===== src/rtl/fifo_uart_tx.sv =====
// rtl/fifo_uart_tx.sv - UART transmitter draining a FIFO, 16x oversampled baud ticks.
// Optional even-parity bit enabled by defining FIFO_UART_TX_PARITY_EN.
module fifo_uart_tx #(
  parameter int DATA_BITS  = 8,
  parameter int SB_TICKS   = 16,
  parameter int DVSR_WIDTH = 11
) (
  input  logic                  i_clk,
  input  logic                  i_reset_n,
  input  logic                  i_empty,
  input  logic [DATA_BITS-1:0]  i_r_data,
  output logic                  o_rd,
  input  logic [DVSR_WIDTH-1:0] i_dvsr,
  output logic                  o_tx,
  output logic                  o_busy
);

  localparam logic [2:0] ST_IDLE   = 3'd0;
  localparam logic [2:0] ST_START  = 3'd1;
  localparam logic [2:0] ST_DATA   = 3'd2;
  localparam logic [2:0] ST_STOP   = 3'd3;
`ifdef FIFO_UART_TX_PARITY_EN
  localparam logic [2:0] ST_PARITY = 3'd4;
`endif

  localparam int S_W = $clog2(16 * SB_TICKS);
  localparam int N_W = (DATA_BITS > 1) ? $clog2(DATA_BITS) : 1;

  logic [2:0]            state, state_next;
  logic [DVSR_WIDTH-1:0] t_cnt;
  logic                  tick;
  logic [S_W-1:0]        s_cnt, s_next;
  logic [N_W-1:0]        n_cnt, n_next;
  logic [DATA_BITS-1:0]  b_reg, b_next;
  logic                  tx_reg, tx_next;
  logic                  pop;
`ifdef FIFO_UART_TX_PARITY_EN
  logic                  par_reg, par_next;
`endif

  // Magnitude compare so a divisor lowered mid-count still wraps on the next cycle
  assign tick = (t_cnt >= i_dvsr);

  always_ff @(posedge i_clk or negedge i_reset_n) begin
    if (!i_reset_n) begin
      t_cnt <= '0;
    end else if (pop || tick) begin
      t_cnt <= '0;
    end else begin
      t_cnt <= t_cnt + DVSR_WIDTH'(1);
    end
  end

  always_ff @(posedge i_clk or negedge i_reset_n) begin
    if (!i_reset_n) begin
      state  <= ST_IDLE;
      s_cnt  <= '0;
      n_cnt  <= '0;
      b_reg  <= '0;
      tx_reg <= 1'b1;
`ifdef FIFO_UART_TX_PARITY_EN
      par_reg <= 1'b0;
`endif
    end else begin
      state  <= state_next;
      s_cnt  <= s_next;
      n_cnt  <= n_next;
      b_reg  <= b_next;
      tx_reg <= tx_next;
`ifdef FIFO_UART_TX_PARITY_EN
      par_reg <= par_next;
`endif
    end
  end

  always_comb begin
    state_next = state;
    s_next     = s_cnt;
    n_next     = n_cnt;
    b_next     = b_reg;
    tx_next    = tx_reg;
    pop        = 1'b0;
`ifdef FIFO_UART_TX_PARITY_EN
    par_next   = par_reg;
`endif
    case (state)
      ST_IDLE: begin
        tx_next = 1'b1;
        if (!i_empty) begin
          pop        = 1'b1;
          state_next = ST_START;
          s_next     = '0;
          n_next     = '0;
          b_next     = i_r_data;
          tx_next    = 1'b0;
`ifdef FIFO_UART_TX_PARITY_EN
          par_next   = ^i_r_data;
`endif
        end
      end
      ST_START: begin
        if (tick) begin
          if (s_cnt == S_W'(15)) begin
            state_next = ST_DATA;
            s_next     = '0;
            n_next     = '0;
            tx_next    = b_reg[0];
          end else begin
            s_next = s_cnt + S_W'(1);
          end
        end
      end
      ST_DATA: begin
        if (tick) begin
          if (s_cnt == S_W'(15)) begin
            s_next = '0;
            b_next = b_reg >> 1;
            if (n_cnt == N_W'(DATA_BITS - 1)) begin
`ifdef FIFO_UART_TX_PARITY_EN
              state_next = ST_PARITY;
              tx_next    = par_reg;
`else
              state_next = ST_STOP;
              tx_next    = 1'b1;
`endif
            end else begin
              n_next  = n_cnt + N_W'(1);
              tx_next = b_next[0];
            end
          end else begin
            s_next = s_cnt + S_W'(1);
          end
        end
      end
`ifdef FIFO_UART_TX_PARITY_EN
      ST_PARITY: begin
        if (tick) begin
          if (s_cnt == S_W'(15)) begin
            state_next = ST_STOP;
            s_next     = '0;
            tx_next    = 1'b1;
          end else begin
            s_next = s_cnt + S_W'(1);
          end
        end
      end
`endif
      ST_STOP: begin
        if (tick) begin
          if (s_cnt == S_W'(SB_TICKS - 1)) begin
            s_next = '0;
            // Chain straight into the next start bit when another word is waiting
            if (!i_empty) begin
              pop        = 1'b1;
              state_next = ST_START;
              n_next     = '0;
              b_next     = i_r_data;
              tx_next    = 1'b0;
`ifdef FIFO_UART_TX_PARITY_EN
              par_next   = ^i_r_data;
`endif
            end else begin
              state_next = ST_IDLE;
              tx_next    = 1'b1;
            end
          end else begin
            s_next = s_cnt + S_W'(1);
          end
        end
      end
      default: begin
        state_next = ST_IDLE;
        tx_next    = 1'b1;
      end
    endcase
  end

  // Gating by reset keeps the pop strobe low while the block is held in reset
  assign o_rd   = pop & i_reset_n;
  assign o_tx   = tx_reg;
  assign o_busy = (state != ST_IDLE);

endmodule


===== config.mk =====
export PLATFORM = sky130hd
export DESIGN_NAME = fifo_uart_tx
export DESIGN_NICKNAME = d
export VERILOG_FILES = /design/src/rtl/fifo_uart_tx.sv
export SDC_FILE = /design/constraint.sdc
export NUM_CORES = 1
export LEC_CHECK = 0
export BUFFER_PORTS_ARGS = -buffer_cell sky130_fd_sc_hd__buf_2
export CAP_MARGIN = 40
export CELL_PAD_IN_SITES_DETAIL_PLACEMENT = 0
export CELL_PAD_IN_SITES_GLOBAL_PLACEMENT = 1
export CORE_AREA = 8 8 82 84
export DETAILED_ROUTE_END_ITERATION = 16
export DIE_AREA = 0 0 90 92
export PLACE_DENSITY = 0.67
export SETUP_SLACK_MARGIN = 0.05
export SYNTH_ARGS = -nofsm -noshare
export SYNTH_HDL_FRONTEND = slang
export SYNTH_SLANG_ARGS = --single-unit
export TNS_END_PERCENT = 1

===== constraint.sdc =====
create_clock -name i_clk -period 6.43 [get_ports i_clk]
set_input_delay 0.3215 -clock i_clk [delete_from_list [all_inputs] [get_ports i_clk]]
set_output_delay 0.3215 -clock i_clk [all_outputs]
set_load 0.005 [all_outputs]

==> metrics.md, run 1 <==
| Metric | Value |
|---|---|
| Slowest CP cell | sky130_fd_sc_hd__dfrtp_1 |
| Number of synthesized register bits | 33 |
| Worst setup EP type | output pin |
| Critical path data arrival time | 2250 ps |
| Initial cell density of the core | 0.3900 |
| Unique cell type count in the Yosys netlist | 42 |
| LEAKAGE | 1.179 nW |
| Transition at the pin with the smallest max-transition slack | approximately 760 ps |
| VDD IR max | 0.0002397 V |
| Post-synthesis cell area | 2108 sq um |
| Number of antenna-violating nets in the routed design | 0 |
| Root cell of the clock tree | sky130_fd_sc_hd__clkbuf_8 |
| Tcrit/Tclk final | 0.4003 |
| Violation count after the first detailed-route iteration | 44 |
| Proportion of synthesized flip-flops having asynchronous set or reset | 1.000 |
| Final Slew Violations | 0 |
| Longest individual stage delay on the worst path | 420 ps |
| Startpoint types | register |
| Normalized max-slew margin | 0.4903 |
| Vias in the first global route | 1535 |
| Detailed-router iteration count before antenna repair | 4 |
| Worst-case clock buffer depth | 2 |
| Via-to-Cell Ratio | 4.869 |
| Hold bufs inserted after CTS | 0 |
| TritonCTS clock tree | done |
| Avg Cell Area, Syn | 9.852 sq um |
| Startpoint of the lowest-slack register-to-register path | t_cnt[0] |
| Post-DP HPWL | 2.953 mm |
| Die span in x | about 90 microns |
| Number of buffers added by the clock tree synthesis step | 5 |
| Diodes inserted | 0 |
| Delay-heaviest family, CP | compound AO/OA/AOI/OAI gates |
| Fraction of layout cells with a size suffix above 1 | 0.2314 |
| Warnings from Yosys | 0 |
| Placement Setup Slack | 3810 ps |
| Final routed DRC violation total | 0 |
| Final number of setup-violating endpoints | 0 |
| Clock Skew | approximately 2.5 ps |
| Later-pin clock latency in the skew report | around 280 ps |
| Buffers added on ports | 24 |
| Shortest clock period the worst path allows after layout | approximately 2600 ps |
| Power density of the placed cells | 401.5 nW/um^2 |
| Worst hold-check slack | 108.6 ps |
| Most frequent cells after synthesis | sky130_fd_sc_hd__dfrtp_1 (32), sky130_fd_sc_hd__nor2_1 (22), sky130_fd_sc_hd__inv_1 (21) |
| Detailed-route via count | 1529 |
| Chain of cells forming the critical path | inv_1 -> ha_1 -> nor2b_1 -> o21ai_0 -> a211oi_2 -> a21boi_4 -> a21oi_1 -> nor2_1 -> buf_2 |
| Worst setup margin | about 3900 ps |
| H-tree depth | 2 |
| HP Class | in -> async |
| Crit. path cell count | 9 |
| Cts repair resizes | 0 |
| Number of hold violations in the final report | 0 |
| Most numerous cell in the Yosys netlist | sky130_fd_sc_hd__dfrtp_1 |
| Worst setup endpoint | o_rd |
| Reg2Reg Setup Slack | ~3900 ps |
| Worst reg2reg endpoint | b_reg[5] |
| Dominant cells by area after synthesis | sky130_fd_sc_hd__dfrtp_1 (38%), sky130_fd_sc_hd__ha_1 (12%), sky130_fd_sc_hd__mux2_4 (5.7%), sky130_fd_sc_hd__mux2_2 (4.3%), sky130_fd_sc_hd__nor2_1 (3.9%) |
| Overflow left after global routing | 0 |
| Die outline area | 8280 sq um |
| Standard cell area after detailed placement | 2297 sq um |
| Result of the run | finished, final reports clean |
| Achievable frequency | 388.5 MHz |
| Origin of the worst setup path | t_cnt[0] |
| Flip-flop count of the largest register, all copies and words added | 11 |
| Top Ports | 25 |
| RSZ-0062 raised after global routing | false |
| Area leader, netlist | sky130_fd_sc_hd__dfrtp_1 |
| Sequential fraction of the synthesis area | 0.3923 |
| Area taken by multi-input logic gates | between 1000 and 1500 sq um |
| Number of buffers and inverters on the critical path | 2 |
| Gpl congestion | 0.7262 |
| Core Area | 5405 sq um |
| Overall track demand over capacity in global routing | 0.1047 |
| Setup tns final | 0 ps |
| Critical path peak fanout | 9 |
| DR WL/cell | 12.79 microns |
| Post-CTS Setup Repair Bufs | 0 |
| WP data required | about 6100 ps |
| Area Overhead vs Synth | 13.77% |
| EDFF count, synth | 0 |
| Wire length of the first global-routing pass | 7.148 mm |
| Proportion of netlist area held by the largest area contributor | 0.3798 |
| Clock-pin slew on the worst setup and hold paths | approximately 70 ps |
| Post-Layout Inst Area | 2399 sq um |
| Register area | roughly 830 sq um |
| Initial antenna violation count | 0 |
| Height of the die | 92 microns |
| Fill count | 556 |
| WS Path Type | reg -> out |
| Number of violations of the max-capacitance limit | 0 |
| CTS Sinks | 33 |
| Std cell rows | 27 |
| Predominant post-synthesis flop cell | sky130_fd_sc_hd__dfrtp_1 |
| Number of nets in the synthesized netlist | 256 |
| Worst Reg-to-Reg Cells | 8 |
| Maximum number of pins on one net before global-route repair | 35 |
| Number of nets in the layout | about 280 |
| Total detailed-routing wirelength | 4.015 mm |
| Cell count after synthesis | 214 |
-- cells in the final DEF (no fill, tap or decap), types with 5 or more instances in the layout --
cell and count:
sky130_fd_sc_hd__a21oi_1 10, sky130_fd_sc_hd__o21ai_0 11, sky130_fd_sc_hd__mux2_4 8, sky130_fd_sc_hd__dfrtp_1 32
sky130_fd_sc_hd__inv_1 21, sky130_fd_sc_hd__clkbuf_8 7, sky130_fd_sc_hd__ha_1 20, sky130_fd_sc_hd__buf_2 24
sky130_fd_sc_hd__xnor2_1 5, sky130_fd_sc_hd__mux2_2 8, sky130_fd_sc_hd__nand2_1 14, sky130_fd_sc_hd__nand3_1 11
sky130_fd_sc_hd__nor2_1 22
-- layout make-up --
cell class	instances	area share
repair buffers	25	0.05321
flip-flops and latches	33	0.3448
clock inverters	1	0.002087
multi-input cells	155	0.4893
clock buffers	7	0.04017
inverters	21	0.03286
well taps	72	0.03756
-- metal layers --
metal  vias up  wire length [microns]  global-route usage
met5         -                      0                   0
met4         0                     68             0.04161
met3         5                    137             0.02934
met2        18                   1732              0.1552
met1       707                   2077              0.1406
li1        799                      -                   -
-- worst register-to-register path, cell delays in order (launching register included) --
cell	delay, ps
sky130_fd_sc_hd__dfrtp_1	420
sky130_fd_sc_hd__inv_1	60
sky130_fd_sc_hd__ha_1	270
sky130_fd_sc_hd__nor2b_1	40
sky130_fd_sc_hd__o21ai_0	340
sky130_fd_sc_hd__a211oi_2	170
sky130_fd_sc_hd__a21boi_4	300
sky130_fd_sc_hd__o211a_1	500
sky130_fd_sc_hd__mux2_4	340
-- report_power, final --
group	switching, mW	internal (mW)
clock	0.0759	0.0967
sequential	0.0606	0.283
combinational	0.222	0.225
total	0.358	0.605
-- through the flow --
| stage | util | cells | total power [mW] |
|---|---|---|---|
| global route | 0.4438 | 314 | 1.054 |
| CTS | 0.4438 | 314 | 0.9807 |
| finish | 0.4438 | 314 | 0.9630 |
| detailed placement | 0.4250 | 306 | 0.7993 |
| global placement | 0.4236 | 305 | 0.7916 |
| floorplan | - | 214 | 0.7075 |
-- kinds of logic after synthesis --
kind of cell             count (synthesis)  share of synthesized area
AO/OA/AOI/OAI                           40                     0.1329
XOR/XNOR                                 9                    0.03739
adder cells (fa/ha/maj)                 20                     0.1187
buffers and inverters                   26                    0.05104
flip-flops                              33                     0.3923
multiplexers                            18                     0.1092
AND/OR/NAND/NOR                         68                     0.1584
-- how the worst min path moves through the flow --
stage,startpoint,cells past startpoint,to
2_1_floorplan,i_reset_n,0,b_reg[0]
3_3_place_gp,i_reset_n,1,b_reg[7]
3_5_place_dp,i_reset_n,1,b_reg[7]
4_1_cts,i_reset_n,1,t_cnt[6]
5_1_grt,i_reset_n,1,b_reg[7]
6_report,i_reset_n,1,b_reg[7]
Note: power is estimated with default switching activity, not from simulation.
==> run 2, diff against run 1 <==
--- a/config.mk
+++ b/config.mk
@@ -5,14 +5,15 @@
 export SDC_FILE = /design/constraint.sdc
 export NUM_CORES = 1
 export LEC_CHECK = 0
+export ABC_AREA = 1
 export BUFFER_PORTS_ARGS = -buffer_cell sky130_fd_sc_hd__buf_2
 export CAP_MARGIN = 40
 export CELL_PAD_IN_SITES_DETAIL_PLACEMENT = 0
 export CELL_PAD_IN_SITES_GLOBAL_PLACEMENT = 1
-export CORE_AREA = 8 8 82 84
+export CORE_AREA = 8 8 85 87
 export DETAILED_ROUTE_END_ITERATION = 16
-export DIE_AREA = 0 0 90 92
-export PLACE_DENSITY = 0.67
+export DIE_AREA = 0 0 93 95
+export PLACE_DENSITY = 0.71
 export SETUP_SLACK_MARGIN = 0.05
 export SYNTH_ARGS = -nofsm -noshare
 export SYNTH_HDL_FRONTEND = slang
==> constraint.sdc (replaced) <==
create_clock -name i_clk -period 2.1 [get_ports i_clk]
set_input_delay 0.105 -clock i_clk [delete_from_list [all_inputs] [get_ports i_clk]]
set_output_delay 0.105 -clock i_clk [all_outputs]
set_load 0.005 [all_outputs]
==> metrics.md, run 2 <==
| Metric | Value |
|---|---|
| Result of the run | finished, final reports clean |
| Height of the die | 95 microns |
| Dominant cells by area after synthesis | sky130_fd_sc_hd__dfrtp_1 (36%), sky130_fd_sc_hd__nand2_1 (12%), sky130_fd_sc_hd__ha_1 (11%), sky130_fd_sc_hd__inv_1 (6.9%), sky130_fd_sc_hd__nor2_1 (4.4%) |
| Overflow left after global routing | 0 |
| Delay-heaviest family, CP | simple AND/OR/NAND/NOR gates |
| LEAKAGE | 1.419 nW |
| HP Class | in -> reg |
| Critical path peak fanout | 3 |
| Wire length of the first global-routing pass | 8.652 mm |
| Std cell rows | 28 |
| Clock Skew | between 3 and 4 ps |
| EDFF count, synth | 0 |
| WS Path Type | reg -> out |
| Vias in the first global route | 1935 |
| Avg Cell Area, Syn | 7.908 sq um |
| Maximum number of pins on one net before global-route repair | 34 |
| Final Slew Violations | 0 |
| Startpoint types | register |
| CTS Sinks | 33 |
| Post-synthesis cell area | ~2200 sq um |
| Via-to-Cell Ratio | roughly 4.6 |
| Worst-case clock buffer depth | 2 |
| Number of violations of the max-capacitance limit | 0 |
| Sequential fraction of the synthesis area | 0.3722 |
| Standard cell area after detailed placement | 2460 sq um |
| Placement Setup Slack | 108.2 ps |
| Final routed DRC violation total | 0 |
| Later-pin clock latency in the skew report | ~280 ps |
| Detailed-router iteration count before antenna repair | 4 |
| Tcrit/Tclk final | 0.9412 |
| Violation count after the first detailed-route iteration | 70 |
| Detailed-route via count | 1843 |
| Final number of setup-violating endpoints | 0 |
| Worst setup EP type | output pin |
| Area leader, netlist | sky130_fd_sc_hd__dfrtp_1 |
| Die span in x | 93 microns |
| VDD IR max | 0.0005120 V |
| Longest individual stage delay on the worst path | 410 ps |
| Commonest non-fill, non-tap cell in the layout | sky130_fd_sc_hd__nand2_1 |
| Initial cell density of the core | 0.3821 |
| Die outline area | 8835 sq um |
| Initial antenna violation count | 0 |
| Number of buffers and inverters on the critical path | 1 |
| Unique cell type count in the Yosys netlist | 35 |
| Number of antenna-violating nets in the routed design | 0 |
| Shortest clock period the worst path allows after layout | 1977 ps |
| Proportion of netlist area held by the largest area contributor | 0.3604 |
| Post-DP HPWL | 3.549 mm |
| H-tree depth | 2 |
| Worst setup margin | about 120 ps |
| Top Ports | 25 |
| Most numerous cell in the Yosys netlist | sky130_fd_sc_hd__nand2_1 |
| Overall track demand over capacity in global routing | 0.1207 |
| Gpl congestion | 0.7543 |
| Area taken by multi-input logic gates | 1294 sq um |
| Warnings from Yosys | 0 |
| Post-Layout Inst Area | 2708 sq um |
| Diodes inserted | 0 |
| Number of synthesized register bits | 33 |
| Achievable frequency | 505.9 MHz |
| Area Overhead vs Synth | 21.85% |
| Flip-flop count of the largest register, all copies and words added | 11 |
| TritonCTS clock tree | done |
| Proportion of synthesized flip-flops having asynchronous set or reset | 1.000 |
| Slowest CP cell | sky130_fd_sc_hd__dfrtp_1 |
| RSZ-0062 raised after global routing | true |
| Number of nets in the synthesized netlist | 323 |
| DR WL/cell | 11.80 microns |
| Register area | 828.3 sq um |
| Predominant post-synthesis flop cell | sky130_fd_sc_hd__dfrtp_1 |
| Most frequent cells after synthesis | sky130_fd_sc_hd__nand2_1 (72), sky130_fd_sc_hd__inv_1 (41), sky130_fd_sc_hd__dfrtp_1 (32) |
| Total detailed-routing wirelength | 4.708 mm |
| Buffers added on ports | 24 |
| WP data required | 2000 ps |
| Commonest cells after routing, fill and taps aside | sky130_fd_sc_hd__nand2_1 (67), sky130_fd_sc_hd__inv_1 (38), sky130_fd_sc_hd__dfrtp_1 (31) |
| Final core utilization | 0.4656 |
| Number of hold violations in the final report | 0 |
| Number of buffers added by the clock tree synthesis step | 5 |
| Cell count after synthesis | 281 |
| Transition at the pin with the smallest max-transition slack | 425.7 ps |
| Worst hold-check slack | 75.22 ps |
| Root cell of the clock tree | sky130_fd_sc_hd__clkbuf_8 |
| Chain of cells forming the critical path | ha_1 -> nand2_1 -> nor2_1 -> nand3_1 -> nand2_2 -> nor2_4 -> o21ai_1 -> and3b_1 -> buf_2 |
| Power density of the placed cells | around 1100 nW/um^2 |
| Number of nets in the layout | 366 |
| Critical path data arrival time | 1870 ps |
| Clock-pin slew on the worst setup and hold paths | around 60 ps |
| Normalized max-slew margin | 0.7162 |
| Fill count | 609 |
| Fraction of layout cells with a size suffix above 1 | 0.2685 |
| Core Area | 5816 sq um |
-- run 2: cell types whose count changed after synthesis, sizes merged, moves of 4 or more --
| cell | before | now |
|---|---|---|
| mux2i | 2 | 7 |
| o21ai | 11 | 21 |
| nor2 | 23 | 29 |
| nand3 | 11 | 7 |
| nand2b | 4 | 0 |
| nor3 | 1 | 5 |
| mux2 | 16 | 0 |
| nand2 | 14 | 79 |
| inv | 21 | 44 |
| xnor2 | 5 | 1 |
| nor2b | 4 | 0 |
| o31ai | 5 | 0 |
-- run 2: cells by family after synthesis --
kind of cell | synth area share
xor+xnor | 0.01971
simple gates | 0.2725
fa+ha+maj | 0.1126
compound gates | 0.1053
flops | 0.3722
buf+inv | 0.08615
mux | 0.03153
-- run 2: report_power, final --
part,total (mW),switching [mW],internal [mW]
registers,1.03,0.167,0.866
logic,1.55,0.926,0.628
clock network,0.488,0.228,0.260
total,3.08,1.32,1.75
-- run 2: path summary, 6_finish.rpt --
| path | from | to | slack, ps | cells past startpoint |
|---|---|---|---|---|
| max in group asynchronous | i_reset_n | o_tx | 1360 | 3 |
| worst min register to register | n_cnt[1] | n_cnt[1] | 480 | 2 |
| worst max register to register | t_cnt[1] | n_cnt[2] | 200 | 11 |
| worst min-delay path | i_r_data[7] | b_reg[7] | 80 | 3 |
| min in group asynchronous | i_reset_n | t_cnt[6] | 420 | 3 |
| worst max-delay path | t_cnt[1] | o_rd | 120 | 9 |
-- run 2: metrics by stage --
stage / std cells / setup TNS, ps / power [mW]
CTS: 397 / 0 / 3.079
floorplan: 281 / 0 / 2.159
finish: 399 / 0 / 3.076
global placement: 383 / 0 / 2.510
detailed placement: 383 / 0 / 2.530
global route: 399 / -24.25 / 3.417
-- run 2: repair_timing --
| action | in CTS | in global routing |
|---|---|---|
| gates resized for setup | 4 | 15 |
| pin swaps | 3 | 11 |
| hold endpoints to repair | 32 | 0 |
| endpoints found under the setup margin | 1 | 25 |
| hold buffers | 1 | 0 |
| buffers inserted | 6 | 2 |
-- run 2: layer usage --
metal,wire [microns],GRT usage,up-vias
met2,2160,0.2006,25
met5,0,0,-
met1,2292,0.1459,832
met3,192,0.03571,6
li1,-,-,980
met4,63,0.04027,0
-- run 2: cell type report --
| class | instances | share of cell area |
|---|---|---|
| tap | 75 | 0.03466 |
| multi-input combinational | 200 | 0.4778 |
| clock buffer | 7 | 0.03189 |
| timing repair buffer | 39 | 0.08688 |
| inverter | 45 | 0.06285 |
| sequential | 33 | 0.3059 |
-- run 2: worst register-to-register path, delay by kind of cell, from the launching register on --
| kind | cells | cell delay, ps |
|---|---|---|
| DFF | 1 | 410 |
| and+or+nand+nor | 9 | 950 |
| adders and majority gates | 1 | 300 |
| buffers and inverters | 1 | 140 |
==> run 3, diff against run 2 <==
==> config.mk (replaced) <==
export PLATFORM = sky130hd
export DESIGN_NAME = fifo_uart_tx
export DESIGN_NICKNAME = d
export VERILOG_FILES = /design/src/rtl/fifo_uart_tx.sv
export SDC_FILE = /design/constraint.sdc
export NUM_CORES = 1
export LEC_CHECK = 0
export BUFFER_PORTS_ARGS = -buffer_cell sky130_fd_sc_hd__clkbuf_2
export CAP_MARGIN = 40
export CELL_PAD_IN_SITES_DETAIL_PLACEMENT = 0
export CELL_PAD_IN_SITES_GLOBAL_PLACEMENT = 1
export CORE_AREA = 8 8 82 84
export DETAILED_ROUTE_END_ITERATION = 16
export DIE_AREA = 0 0 90 92
export PLACE_DENSITY = 0.7
export SETUP_SLACK_MARGIN = 0.05
export SYNTH_ARGS = -nofsm -noshare
export SYNTH_HDL_FRONTEND = slang
export SYNTH_SLANG_ARGS = --single-unit
export TNS_END_PERCENT = 1
==> metrics.md, run 3 (synthesized netlist as in run 1, its figures left out) <==
| Metric | Value |
|---|---|
| Slowest CP cell | sky130_fd_sc_hd__dfrtp_1 |
| Final routed DRC violation total | 0 |
| Number of nets in the layout | 317 |
| Worst setup EP type | register |
| Commonest non-fill, non-tap cell in the layout | sky130_fd_sc_hd__dfrtp_1 |
| HP Class | in -> reg |
| Longest individual stage delay on the worst path | 420 ps |
| Worst-case clock buffer depth | 2 |
| Maximum number of pins on one net before global-route repair | 34 |
| Origin of the worst setup path | t_cnt[10] |
| DR WL/cell | 12.82 microns |
| Result of the run | finished with violations |
| Top Ports | 25 |
| Later-pin clock latency in the skew report | around 280 ps |
| Number of standard cells in the layout, taps in and fillers out | 348 |
| Initial cell density of the core | 0.3900 |
| Fill count | 520 |
| Critical path peak fanout | 8 |
| Worst setup endpoint | b_reg[4] |
| Buffers added on ports | 24 |
| Height of the die | 92 microns |
| Worst setup margin | -89.38 ps |
| WS Path Type | reg -> reg |
| Total detailed-routing wirelength | 4.462 mm |
| Number of hold violations in the final report | 0 |
| VDD IR max | 0.0006235 V |
| Normalized max-slew margin | 0.6287 |
| Power density of the placed cells | 1184 nW/um^2 |
| Diodes inserted | 0 |
| TritonCTS clock tree | done |
| LEAKAGE | 1.383 nW |
| Fraction of layout cells with a size suffix above 1 | 0.4022 |
| Detailed-router iteration count before antenna repair | 4 |
| Number of antenna-violating nets in the routed design | 0 |
| Worst reg2reg endpoint | b_reg[4] |
| Violation count after the first detailed-route iteration | 51 |
| Failing checks | setup timing |
| Clock Skew | ~7.8 ps |
| Routing usage on met1 | 0.1343 |
| Delay-heaviest family, CP | compound AO/OA/AOI/OAI gates |
| Final number of setup-violating endpoints | 15 |
| Reg2Reg Setup Slack | -90 ps |
| Chain of cells forming the critical path | ha_4 -> nand4_1 -> buf_4 -> nand2b_4 -> a21boi_4 -> o211a_2 -> mux2_4 |
| Number of buffers and inverters on the critical path | 1 |
| Root cell of the clock tree | sky130_fd_sc_hd__clkbuf_8 |
| Cells after DPL | about 330 |
| RSZ-0062 raised after global routing | true |
| Worst Reg-to-Reg Cells | 7 |
| Global-route met3 utilization | 0.03341 |
| Number of violations of the max-capacitance limit | 0 |
| Std cell rows | 27 |
| CTS Sinks | 33 |
| Core Area | 5405 sq um |
| Transition at the pin with the smallest max-transition slack | around 550 ps |
| Via-to-Cell Ratio | 4.917 |
| Flip-flop count of the largest register, all copies and words added | 11 |
| Met2 track demand over resource | 0.1957 |
| Final Slew Violations | 0 |
| Number of buffers added by the clock tree synthesis step | 5 |
| Overflow left after global routing | 0 |
| Wire length of the first global-routing pass | 7.879 mm |
| Vias in the first global route | 1761 |
| Detailed-route via count | between 1500 and 2000 |
| Total power | 3.336 mW |
| Busiest layer in global routing | met2 |
| WP data required | 2270 ps |
| Die outline area | roughly 8300 sq um |
| Startpoint types | register |
| Critical path data arrival time | 2360 ps |
| Post-DP HPWL | 3.289 mm |
| Overall track demand over capacity in global routing | 0.1143 |
| Initial antenna violation count | 0 |
| Gpl congestion | around 0.77 |
| Startpoint of the lowest-slack register-to-register path | t_cnt[10] |
| Area Overhead vs Synth | 33.71% |
| H-tree depth | 2 |
| Shortest clock period the worst path allows after layout | 2189 ps |
| Commonest cells after routing, fill and taps aside | sky130_fd_sc_hd__dfrtp_1 (32), sky130_fd_sc_hd__buf_4 (30), sky130_fd_sc_hd__clkbuf_2 (23) |
| Crit. path cell count | 7 |
| Tcrit/Tclk final | 1.043 |
| Die span in x | 90 microns |
| Clock-pin slew on the worst setup and hold paths | 70 ps |
| Achievable frequency | 456.8 MHz |
-- run 3: repair_timing --
| action | in CTS | in global routing |
|---|---|---|
| setup endpoints to repair | 23 | 23 |
| hold endpoints to repair | 32 | 0 |
| buffers inserted | 8 | 3 |
| resized for setup | 16 | 20 |
| cloned | 0 | 0 |
| pin swaps | 9 | 14 |
| hold buffers | 1 | 0 |
-- run 3: worst min-delay path by stage --
| stage | endpoint | cells past startpoint | startpoint | slack (ps) |
|---|---|---|---|---|
| detailed placement | t_cnt[7] | 2 | i_reset_n | 230 |
| finish | b_reg[1] | 3 | i_r_data[1] | 180 |
| CTS | b_reg[1] | 3 | i_r_data[1] | 170 |
| floorplan | b_reg[0] | 0 | i_reset_n | -190 |
| global route | b_reg[5] | 3 | i_r_data[5] | 180 |
| global placement | t_cnt[7] | 2 | i_reset_n | 230 |
-- run 3: metal layers --
metal,up-vias,routed length (microns),share of wire
li1,873,-,-
met1,811,2107,0.47
met2,22,2148,0.48
met3,5,152,0.034
met4,0,53,0.012
met5,-,0,0
-- run 3: area by class of cell --
| type | count | area (sq um) | area share |
|---|---|---|---|
| Clock buffer | 6 | 72.57 | 0.02574 |
| Sequential cell | 33 | 827.0 | 0.2934 |
| Tap cell | 72 | 90.09 | 0.03196 |
| Multi-Input combinational cell | 155 | 1340 | 0.4754 |
| Inverter | 21 | 78.83 | 0.02796 |
| Timing Repair Buffer | 59 | 400.4 | 0.1420 |
| Clock inverter | 2 | 10.01 | 0.003551 |
-- run 3: worst min-delay path, stage by stage --
cell and delay [ps]:
sky130_fd_sc_hd__clkbuf_2 70, sky130_fd_sc_hd__mux2_2 130, sky130_fd_sc_hd__mux2_4 120
-- run 3: power breakdown --
group	switching (mW)	total (mW)	internal [mW]	leakage, nW
sequential	0.161	1.03	0.867	0.422
clock	0.223	0.453	0.229	0.0450
combinational	0.863	1.86	0.992	0.916
-- run 3: stage by stage --
stage	setup slack, ps	area, sq um	TNS, ps	hold slack, ps	utilization
after global routing	-192.8	2819	-3075	176.5	0.5215
final	-89.38	2819	-950.8	180.7	0.5215
after global placement	-145.3	2487	-1402	229.3	0.4602
after detailed placement	-195.8	2487	-2042	230.6	0.4602
after floorplan	13.76	2126	0	-190.6	-
after CTS	-117.1	2738	-859.1	170.6	0.5065
